<file path="config.mk">
export PLATFORM = sky130hd
export DESIGN_NAME = systolic_array_tile_sequencer_flat
export DESIGN_NICKNAME = d
export VERILOG_FILES = /design/src/rtl/systolic_array_tile_sequencer_pkg.sv /design/src/rtl/systolic_array_tile_sequencer_if.sv /design/src/rtl/systolic_array_tile_sequencer.sv /design/src/flat_wrapper.sv
export SDC_FILE = /design/constraint.sdc
export NUM_CORES = 1
export LEC_CHECK = 0
export BUFFER_PORTS_ARGS = -buffer_cell sky130_fd_sc_hd__buf_2
export CAP_MARGIN = 10
export CORE_AREA = 2 2 133 103
export CTS_BUF_LIST = sky130_fd_sc_hd__clkbuf_2 sky130_fd_sc_hd__clkbuf_4 sky130_fd_sc_hd__clkbuf_8
export DETAILED_ROUTE_END_ITERATION = 6
export DIE_AREA = 0 0 135 105
export GPL_TIMING_DRIVEN = 1
export PLACE_DENSITY = 0.92
export SLEW_MARGIN = 20
export SYNTH_ARGS = -nofsm -noshare
export SYNTH_HDL_FRONTEND = slang
export SYNTH_SLANG_ARGS = --single-unit
</file>
<file path="constraint.sdc">
create_clock -name clk -period 4.3 [get_ports clk]
set_clock_uncertainty 0.2 [all_clocks]
set_input_delay 0 -clock clk [delete_from_list [all_inputs] [get_ports clk]]
set_output_delay 0 -clock clk [all_outputs]
set_load 0.005 [all_outputs]
</file>
<file path="src/rtl/systolic_array_tile_sequencer_pkg.sv">
// Shared definitions between the tile sequencer and the array controller:
// state-code width, the codes the controller decodes, and the internal
// sequencer state encoding.
package systolic_array_pkg;

   localparam int unsigned CTRL_WIDTH = 4;

   localparam logic [CTRL_WIDTH-1:0] CTRL_IDLE   = 4'd0;
   localparam logic [CTRL_WIDTH-1:0] CTRL_STEADY = 4'd1;
   localparam logic [CTRL_WIDTH-1:0] CTRL_DRAIN  = 4'd3;

   typedef enum logic [1:0] {
      S_IDLE,
      S_STEADY,
      S_DRAIN,
      S_GAP
   } seq_state_e;

endpackage

</file>
<file path="src/rtl/systolic_array_tile_sequencer_if.sv">
// Job/config inputs, datapath drain flags and sequencer outputs bundled
// into one interface. The master side is the job issuer, the slave side
// is the sequencer.
interface systolic_array_tile_sequencer_if #(
   parameter int unsigned NUM_COL    = 8,
   parameter int unsigned L          = 10,
   parameter int unsigned CTRL_WIDTH = systolic_array_pkg::CTRL_WIDTH
);

   logic                  i_start;
   logic [L-1:0]          i_k_len;
   logic [7:0]            i_num_tiles;
   logic [L-1:0]          i_top_base;
   logic [L-1:0]          i_left_base;
   logic [NUM_COL-1:0]    i_sa_valid_down;

   logic [CTRL_WIDTH-1:0] o_ctrl_state;
   logic [L-1:0]          o_top_rd_start_addr;
   logic [L-1:0]          o_top_rd_end_addr;
   logic [L-1:0]          o_left_rd_start_addr;
   logic [L-1:0]          o_left_rd_end_addr;
   logic [7:0]            o_tile_idx;
   logic                  o_busy;
   logic                  o_done;
   logic                  o_err_timeout;

   modport master (
      output i_start, i_k_len, i_num_tiles, i_top_base, i_left_base, i_sa_valid_down,
      input  o_ctrl_state, o_top_rd_start_addr, o_top_rd_end_addr,
             o_left_rd_start_addr, o_left_rd_end_addr, o_tile_idx,
             o_busy, o_done, o_err_timeout
   );

   modport slave (
      input  i_start, i_k_len, i_num_tiles, i_top_base, i_left_base, i_sa_valid_down,
      output o_ctrl_state, o_top_rd_start_addr, o_top_rd_end_addr,
             o_left_rd_start_addr, o_left_rd_end_addr, o_tile_idx,
             o_busy, o_done, o_err_timeout
   );

endinterface

</file>
<file path="src/rtl/systolic_array_tile_sequencer.sv">
// Tile sequencer for a systolic array: walks a job of num_tiles tiles,
// each tile being a STEADY phase of fixed length, a DRAIN phase waiting for
// NUM_ROW bottom-valid cycles (with timeout), and a one-cycle GAP that lets
// the array controller re-initialise. SRAM read ranges advance by k_len per tile.
module systolic_array_tile_sequencer #(
   parameter int unsigned NUM_ROW              = 8,
   parameter int unsigned NUM_COL              = 8,
   parameter int unsigned LOG2_SRAM_BANK_DEPTH = 10,
   parameter int unsigned CTRL_WIDTH           = systolic_array_pkg::CTRL_WIDTH,
   parameter int unsigned DRAIN_TIMEOUT        = 64
) (
   input  logic                           clk,
   input  logic                           rst_n,
   systolic_array_tile_sequencer_if.slave bus
);

   import systolic_array_pkg::*;

   localparam int unsigned L  = LOG2_SRAM_BANK_DEPTH;
   localparam int unsigned CW = L + $clog2(NUM_ROW + NUM_COL) + 1;
   localparam int unsigned DW = $clog2(NUM_ROW + 1);
   localparam int unsigned TW = $clog2(DRAIN_TIMEOUT + 1);

   seq_state_e            state_q;
   logic [CTRL_WIDTH-1:0] ctrl_q;
   logic                  busy_q;
   logic                  done_q;
   logic                  err_q;
   logic [L-1:0]          k_len_q;
   logic [7:0]            num_tiles_q;
   logic [7:0]            tile_idx_q;
   logic [L-1:0]          top_start_q, top_end_q;
   logic [L-1:0]          left_start_q, left_end_q;
   logic [CW-1:0]         cyc_cnt_q;
   logic [DW-1:0]         drain_cnt_q;
   logic [TW-1:0]         to_cnt_q;

   logic                  start_ok;
   logic [CW-1:0]         steady_last;
   logic                  drain_hit;
   logic                  drain_fin;
   logic                  drain_to;
   logic                  last_tile;
   logic [L-1:0]          top_start_d, top_end_d;
   logic [L-1:0]          left_start_d, left_end_d;

   // Transition conditions and next-tile addresses (L-bit, wrapping).
   always_comb begin
      start_ok     = bus.i_start && (bus.i_k_len != '0) && (bus.i_num_tiles != '0);
      steady_last  = CW'(k_len_q) + CW'(NUM_ROW + NUM_COL - 2);
      drain_hit    = bus.i_sa_valid_down[NUM_COL-1];
      drain_fin    = drain_hit && (drain_cnt_q == DW'(NUM_ROW - 1));
      drain_to     = (to_cnt_q == TW'(DRAIN_TIMEOUT - 1));
      last_tile    = (tile_idx_q == (num_tiles_q - 8'd1));
      top_start_d  = top_start_q  + k_len_q;
      top_end_d    = top_end_q    + k_len_q;
      left_start_d = left_start_q + k_len_q;
      left_end_d   = left_end_q   + k_len_q;
   end

   // Sequencer FSM; ctrl/busy/done are registered alongside each transition.
   always_ff @(posedge clk or negedge rst_n) begin
      if (!rst_n) begin
         state_q      <= S_IDLE;
         ctrl_q       <= '0;
         busy_q       <= 1'b0;
         done_q       <= 1'b0;
         err_q        <= 1'b0;
         k_len_q      <= '0;
         num_tiles_q  <= '0;
         tile_idx_q   <= '0;
         top_start_q  <= '0;
         top_end_q    <= '0;
         left_start_q <= '0;
         left_end_q   <= '0;
         cyc_cnt_q    <= '0;
         drain_cnt_q  <= '0;
         to_cnt_q     <= '0;
      end else begin
         done_q <= 1'b0;
         case (state_q)
            S_IDLE: begin
               if (start_ok) begin
                  k_len_q      <= bus.i_k_len;
                  num_tiles_q  <= bus.i_num_tiles;
                  tile_idx_q   <= '0;
                  top_start_q  <= bus.i_top_base;
                  top_end_q    <= bus.i_top_base + bus.i_k_len;
                  left_start_q <= bus.i_left_base;
                  left_end_q   <= bus.i_left_base + bus.i_k_len;
                  err_q        <= 1'b0;
                  cyc_cnt_q    <= '0;
                  state_q      <= S_STEADY;
                  ctrl_q       <= CTRL_WIDTH'(CTRL_STEADY);
                  busy_q       <= 1'b1;
               end else if (bus.i_start) begin
                  done_q <= 1'b1;
               end
            end
            S_STEADY: begin
               if (cyc_cnt_q == steady_last) begin
                  drain_cnt_q <= '0;
                  to_cnt_q    <= '0;
                  state_q     <= S_DRAIN;
                  ctrl_q      <= CTRL_WIDTH'(CTRL_DRAIN);
               end else begin
                  cyc_cnt_q <= cyc_cnt_q + 1'b1;
               end
            end
            S_DRAIN: begin
               if (drain_hit) drain_cnt_q <= drain_cnt_q + 1'b1;
               to_cnt_q <= to_cnt_q + 1'b1;
               // Completion wins over a timeout landing on the same cycle.
               if (drain_fin) begin
                  state_q <= S_GAP;
                  ctrl_q  <= CTRL_WIDTH'(CTRL_IDLE);
               end else if (drain_to) begin
                  err_q   <= 1'b1;
                  state_q <= S_GAP;
                  ctrl_q  <= CTRL_WIDTH'(CTRL_IDLE);
               end
            end
            S_GAP: begin
               if (last_tile) begin
                  state_q <= S_IDLE;
                  busy_q  <= 1'b0;
                  done_q  <= 1'b1;
               end else begin
                  tile_idx_q   <= tile_idx_q + 8'd1;
                  top_start_q  <= top_start_d;
                  top_end_q    <= top_end_d;
                  left_start_q <= left_start_d;
                  left_end_q   <= left_end_d;
                  cyc_cnt_q    <= '0;
                  state_q      <= S_STEADY;
                  ctrl_q       <= CTRL_WIDTH'(CTRL_STEADY);
               end
            end
            default: begin
               state_q <= S_IDLE;
               ctrl_q  <= CTRL_WIDTH'(CTRL_IDLE);
               busy_q  <= 1'b0;
            end
         endcase
      end
   end

   assign bus.o_ctrl_state         = ctrl_q;
   assign bus.o_top_rd_start_addr  = top_start_q;
   assign bus.o_top_rd_end_addr    = top_end_q;
   assign bus.o_left_rd_start_addr = left_start_q;
   assign bus.o_left_rd_end_addr   = left_end_q;
   assign bus.o_tile_idx           = tile_idx_q;
   assign bus.o_busy               = busy_q;
   assign bus.o_done               = done_q;
   assign bus.o_err_timeout        = err_q;

endmodule

</file>
<file path="src/flat_wrapper.sv">
// flat-port wrapper written by rule: the top's interface ports become plain ports
module systolic_array_tile_sequencer_flat import systolic_array_pkg::*;
#(
   parameter int unsigned NUM_ROW              = 8,
   parameter int unsigned NUM_COL              = 8,
   parameter int unsigned LOG2_SRAM_BANK_DEPTH = 10,
   parameter int unsigned CTRL_WIDTH           = systolic_array_pkg::CTRL_WIDTH,
   parameter int unsigned DRAIN_TIMEOUT        = 64
)
  (clk, rst_n, bus_i_start, bus_i_k_len, bus_i_num_tiles, bus_i_top_base, bus_i_left_base, bus_i_sa_valid_down, bus_o_ctrl_state, bus_o_top_rd_start_addr, bus_o_top_rd_end_addr, bus_o_left_rd_start_addr, bus_o_left_rd_end_addr, bus_o_tile_idx, bus_o_busy, bus_o_done, bus_o_err_timeout);
  systolic_array_tile_sequencer_if #(.NUM_COL(NUM_COL), .L(10), .CTRL_WIDTH(CTRL_WIDTH)) bus_i ();
  input  logic clk;
  input  logic rst_n;
  input wire logic [$bits(bus_i.i_start)-1:0] bus_i_start;
  input wire logic [$bits(bus_i.i_k_len)-1:0] bus_i_k_len;
  input wire logic [$bits(bus_i.i_num_tiles)-1:0] bus_i_num_tiles;
  input wire logic [$bits(bus_i.i_top_base)-1:0] bus_i_top_base;
  input wire logic [$bits(bus_i.i_left_base)-1:0] bus_i_left_base;
  input wire logic [$bits(bus_i.i_sa_valid_down)-1:0] bus_i_sa_valid_down;
  output wire logic [$bits(bus_i.o_ctrl_state)-1:0] bus_o_ctrl_state;
  output wire logic [$bits(bus_i.o_top_rd_start_addr)-1:0] bus_o_top_rd_start_addr;
  output wire logic [$bits(bus_i.o_top_rd_end_addr)-1:0] bus_o_top_rd_end_addr;
  output wire logic [$bits(bus_i.o_left_rd_start_addr)-1:0] bus_o_left_rd_start_addr;
  output wire logic [$bits(bus_i.o_left_rd_end_addr)-1:0] bus_o_left_rd_end_addr;
  output wire logic [$bits(bus_i.o_tile_idx)-1:0] bus_o_tile_idx;
  output wire logic [$bits(bus_i.o_busy)-1:0] bus_o_busy;
  output wire logic [$bits(bus_i.o_done)-1:0] bus_o_done;
  output wire logic [$bits(bus_i.o_err_timeout)-1:0] bus_o_err_timeout;
  assign bus_i.i_start = bus_i_start;
  assign bus_i.i_k_len = bus_i_k_len;
  assign bus_i.i_num_tiles = bus_i_num_tiles;
  assign bus_i.i_top_base = bus_i_top_base;
  assign bus_i.i_left_base = bus_i_left_base;
  assign bus_i.i_sa_valid_down = bus_i_sa_valid_down;
  assign bus_o_ctrl_state = bus_i.o_ctrl_state;
  assign bus_o_top_rd_start_addr = bus_i.o_top_rd_start_addr;
  assign bus_o_top_rd_end_addr = bus_i.o_top_rd_end_addr;
  assign bus_o_left_rd_start_addr = bus_i.o_left_rd_start_addr;
  assign bus_o_left_rd_end_addr = bus_i.o_left_rd_end_addr;
  assign bus_o_tile_idx = bus_i.o_tile_idx;
  assign bus_o_busy = bus_i.o_busy;
  assign bus_o_done = bus_i.o_done;
  assign bus_o_err_timeout = bus_i.o_err_timeout;
  systolic_array_tile_sequencer #(.NUM_ROW(NUM_ROW), .NUM_COL(NUM_COL), .LOG2_SRAM_BANK_DEPTH(LOG2_SRAM_BANK_DEPTH), .CTRL_WIDTH(CTRL_WIDTH), .DRAIN_TIMEOUT(DRAIN_TIMEOUT)) u_core (.clk(clk), .rst_n(rst_n), .bus(bus_i));
endmodule
</file>
==> impl_metrics.env <==
export IMPL_yosys_area_top_type="dfrtp_1"
export IMPL_slew_violations=0
export IMPL_end_kind="flop"
export IMPL_initial_core_util_pct=60.43
export IMPL_area_growth_pct=15.81
export IMPL_async_flop_share_pct=100.0
export IMPL_setup_viol=0
export IMPL_timing_rr_end="u_core.to_cnt_q[5]$_DFFE_PN0P_"
export IMPL_synth_edff_count=0
export IMPL_cts_setup_buffers=0
export IMPL_vias_per_cell=6.564
export IMPL_gp_congestion=0.9422
export IMPL_ys_types=73
export IMPL_crit_buf_inv=2
export IMPL_path_max_fanout=14
export IMPL_ant_nets=0
export IMPL_critPathTopFamily="simple AND/OR/NAND/NOR gates"
export IMPL_hold_path_class="in2async"
export IMPL_r2r_setup_slack_ps=640
export IMPL_max_freq_mhz=273.4
export IMPL_cap_viol_max_count=0
export IMPL_cts_resized=0
export IMPL_critPathSlowestCell="or4_1"
export IMPL_ys_seq_area_share_pct=32.05
export IMPL_min_period_over_period_pct=85.07
export IMPL_status="completed"
export IMPL_p_per_area_nw_per_um2=804.9
export IMPL_rows=36
export IMPL_crit_chain="inv_1 > ha_1 > nor2b_1 > or4_1 > a21oi_1 > nand4_1 > buf_4 > nor2_1 > mux2i_1 > a221o_1"
export IMPL_cp_arrival_ps=3720
export IMPL_nets=1103
export IMPL_grt_setup_unrepaired="no"
export IMPL_cp_slowest_stage_delay_ps=560
export IMPL_rr_worst_depth=10
export IMPL_netlist_instances=860
export IMPL_wl_per_cell_um=20.10
export IMPL_cts_made_buffers=9
export IMPL_synth_cells_most_frequent="dfrtp_1 (99), nand2_1 (86), o21ai_0 (68)"
export IMPL_yosys_area_top_type_share_pct=32.05
export IMPL_clk_pin_slew_worst_paths_ps=100
export IMPL_grt_pass1_wl_um=36900
export IMPL_avgSynthCellArea_um2=8.988
export IMPL_clk_latency_ps=380
export IMPL_grt_usage_pct=32.69
export IMPL_ys_ff_latch=99
export IMPL_first_pass_iters=5
export IMPL_worst_pin_slew_ps=1009
export IMPL_wl_um=23270
export IMPL_clockRootBuffer="clkbuf_8"
export IMPL_cts_tree="yes"
export IMPL_port_buffer_count=94
export IMPL_p_leak_nw=4.099
export IMPL_startpoint_type="flop"
export IMPL_yosysMostFrequentCell="dfrtp_1"
export IMPL_grt_start_max_net_pins=63
export IMPL_h_tree_depth=3
export IMPL_die_x_um=135
export IMPL_holdBufCountCts=41
export IMPL_yosys_most_used_dff="dfrtp_1"
export IMPL_layout_drive_gt1_share_pct=15.92
export IMPL_initialDrtViolationCount=837
export IMPL_antenna_found_initial=0
export IMPL_max_vdd_ir_drop_uv=520.9
export IMPL_clkSinkCount=99
export IMPL_grt_ovfl_total=0
export IMPL_finish_utilization_pct=69.98
export IMPL_period_minus_slack_ps=3658
export IMPL_required_ps=4360
export IMPL_netlist_top_cells_area="dfrtp_1 (32%), ha_1 (11%), xnor2_1 (5.8%), o21ai_0 (4.4%), nand2_1 (4.2%)"
export IMPL_hold_viol_final=0
export IMPL_dr_total_vias=7601
export IMPL_design_portCount=104
export IMPL_dp_hpwl_um=15200
export IMPL_power_mw=7.206
export IMPL_r2r_start="u_core.k_len_q[1]$_DFFE_PN0P_"
export IMPL_fin_setup_tns_ps=0
export IMPL_critical_path_class="reg2reg"
export IMPL_core_um2=12790
export IMPL_first_global_vias=7478
export IMPL_ys_warn_count=0
export IMPL_ctsLongestPathBuffers=2
export IMPL_path_depth=10
export IMPL_relSlewSlack_pct=32.51
export IMPL_die_area_um2=14180
export IMPL_die_y_um=105
export IMPL_drcViolationCount=0
export IMPL_syn_area_um2=7730
[where the power goes]
| group | internal [mW] | switching (mW) | total, mW | leakage, nW |
|---|---|---|---|---|
| logic | 1.99 | 2.71 | 4.70 | 2.74 |
| clock network | 0.339 | 0.349 | 0.688 | 0.108 |
| registers | 1.30 | 0.515 | 1.82 | 1.25 |
| total | 3.63 | 3.58 | 7.21 | 4.10 |
[per-layer routing]
metal,vias to the layer above,GRT usage (%),share of wire [%]
met2,559,50.22,45
met4,0,14.81,4.5
met3,114,8.540,11
met1,3531,43.28,40
met5,-,0,0
li1,3397,-,-
[through the flow]
stage | setup WS, ps | instances | hold WS, ps | cell area, um^2
3_5_place_dp | 865.5 | 1101 | -71.77 | 8324
3_3_place_gp | 1000 | 1101 | -78.18 | 8324
4_1_cts | 837.5 | 1157 | 57.90 | 8950
2_1_floorplan | 1042 | 861 | -495.6 | 7734
5_1_grt | 532.2 | 1157 | 119.6 | 8950
6_report | 641.9 | 1158 | 22.85 | 8952
[area by class of cell]
| class | instances | area [um^2] |
|---|---|---|
| Antenna cell | 1 | 2.502 |
| Clock buffer | 10 | 137.6 |
| Clock inverter | 5 | 77.57 |
| Fill cell | 893 | 3840 |
| Inverter | 38 | 142.6 |
| Multi-Input combinational cell | 689 | 4930 |
| Sequential cell | 99 | 2477 |
| Tap cell | 171 | 214.0 |
| Timing Repair Buffer | 145 | 970.9 |
[worst max path at each step]
| stage | startpoint | end |
|---|---|---|
| 3_5_place_dp | u_core.k_len_q[1]$_DFFE_PN0P_ | u_core.to_cnt_q[5]$_DFFE_PN0P_ |
| 2_1_floorplan | u_core.k_len_q[1]$_DFFE_PN0P_ | u_core.to_cnt_q[6]$_DFFE_PN0P_ |
| 5_1_grt | u_core.k_len_q[1]$_DFFE_PN0P_ | u_core.to_cnt_q[5]$_DFFE_PN0P_ |
| 6_report | u_core.k_len_q[1]$_DFFE_PN0P_ | u_core.to_cnt_q[5]$_DFFE_PN0P_ |
| 3_3_place_gp | u_core.num_tiles_q[2]$_DFFE_PN0P_ | u_core.bus.o_left_rd_end_addr[2]$_DFFE_PN0P_ |
| 4_1_cts | u_core.k_len_q[1]$_DFFE_PN0P_ | u_core.to_cnt_q[5]$_DFFE_PN0P_ |
[cell usage in the layout (no fill, tap or decap), drive strengths merged, types with 6 or more instances in the layout]
cell and instances:
o21ai 68, and2 8, buf 104, ha 66, o21bai 7, mux2i 32
xor2 20, o22ai 7, dfrtp 99, clkbuf 10, fa 6, nor4 12
mux2 19, inv 37, nand3 29, o211ai 10, dlygate4sd3 41, nand4 10
a21o 10, a21oi 52, or2 8, or4 6, nor3 14, and3 10
nor2 49, a31oi 10, xnor2 51, o31ai 6, nand2 86, a2111oi 7
[logic make-up after synthesis]
family          after synthesis  synth area share [%]
fa+ha+maj                    72                 12.24
simple gates                262                 17.09
other cells                   1               0.04851
buf+inv                      73                 4.289
flops                        99                 32.05
mux                          51                 6.912
xor+xnor                     71                 8.045
compound gates              231                 19.33
[registers in the layout, summed over array words and instances (netlist names), 4 cells and up]
| register | count |
|---|---|
| u_core.bus.o_tile_idx | 8 |
| u_core.k_len_q | 10 |
| u_core.bus.o_top_rd_end_addr | 10 |
| u_core.drain_cnt_q | 4 |
| u_core.num_tiles_q | 8 |
| u_core.bus.o_left_rd_end_addr | 10 |
| u_core.bus.o_left_rd_start_addr | 10 |
| u_core.to_cnt_q | 7 |
| u_core.bus.o_top_rd_start_addr | 10 |
| u_core.cyc_cnt_q | 15 |
(Power assumes the default switching activity.)
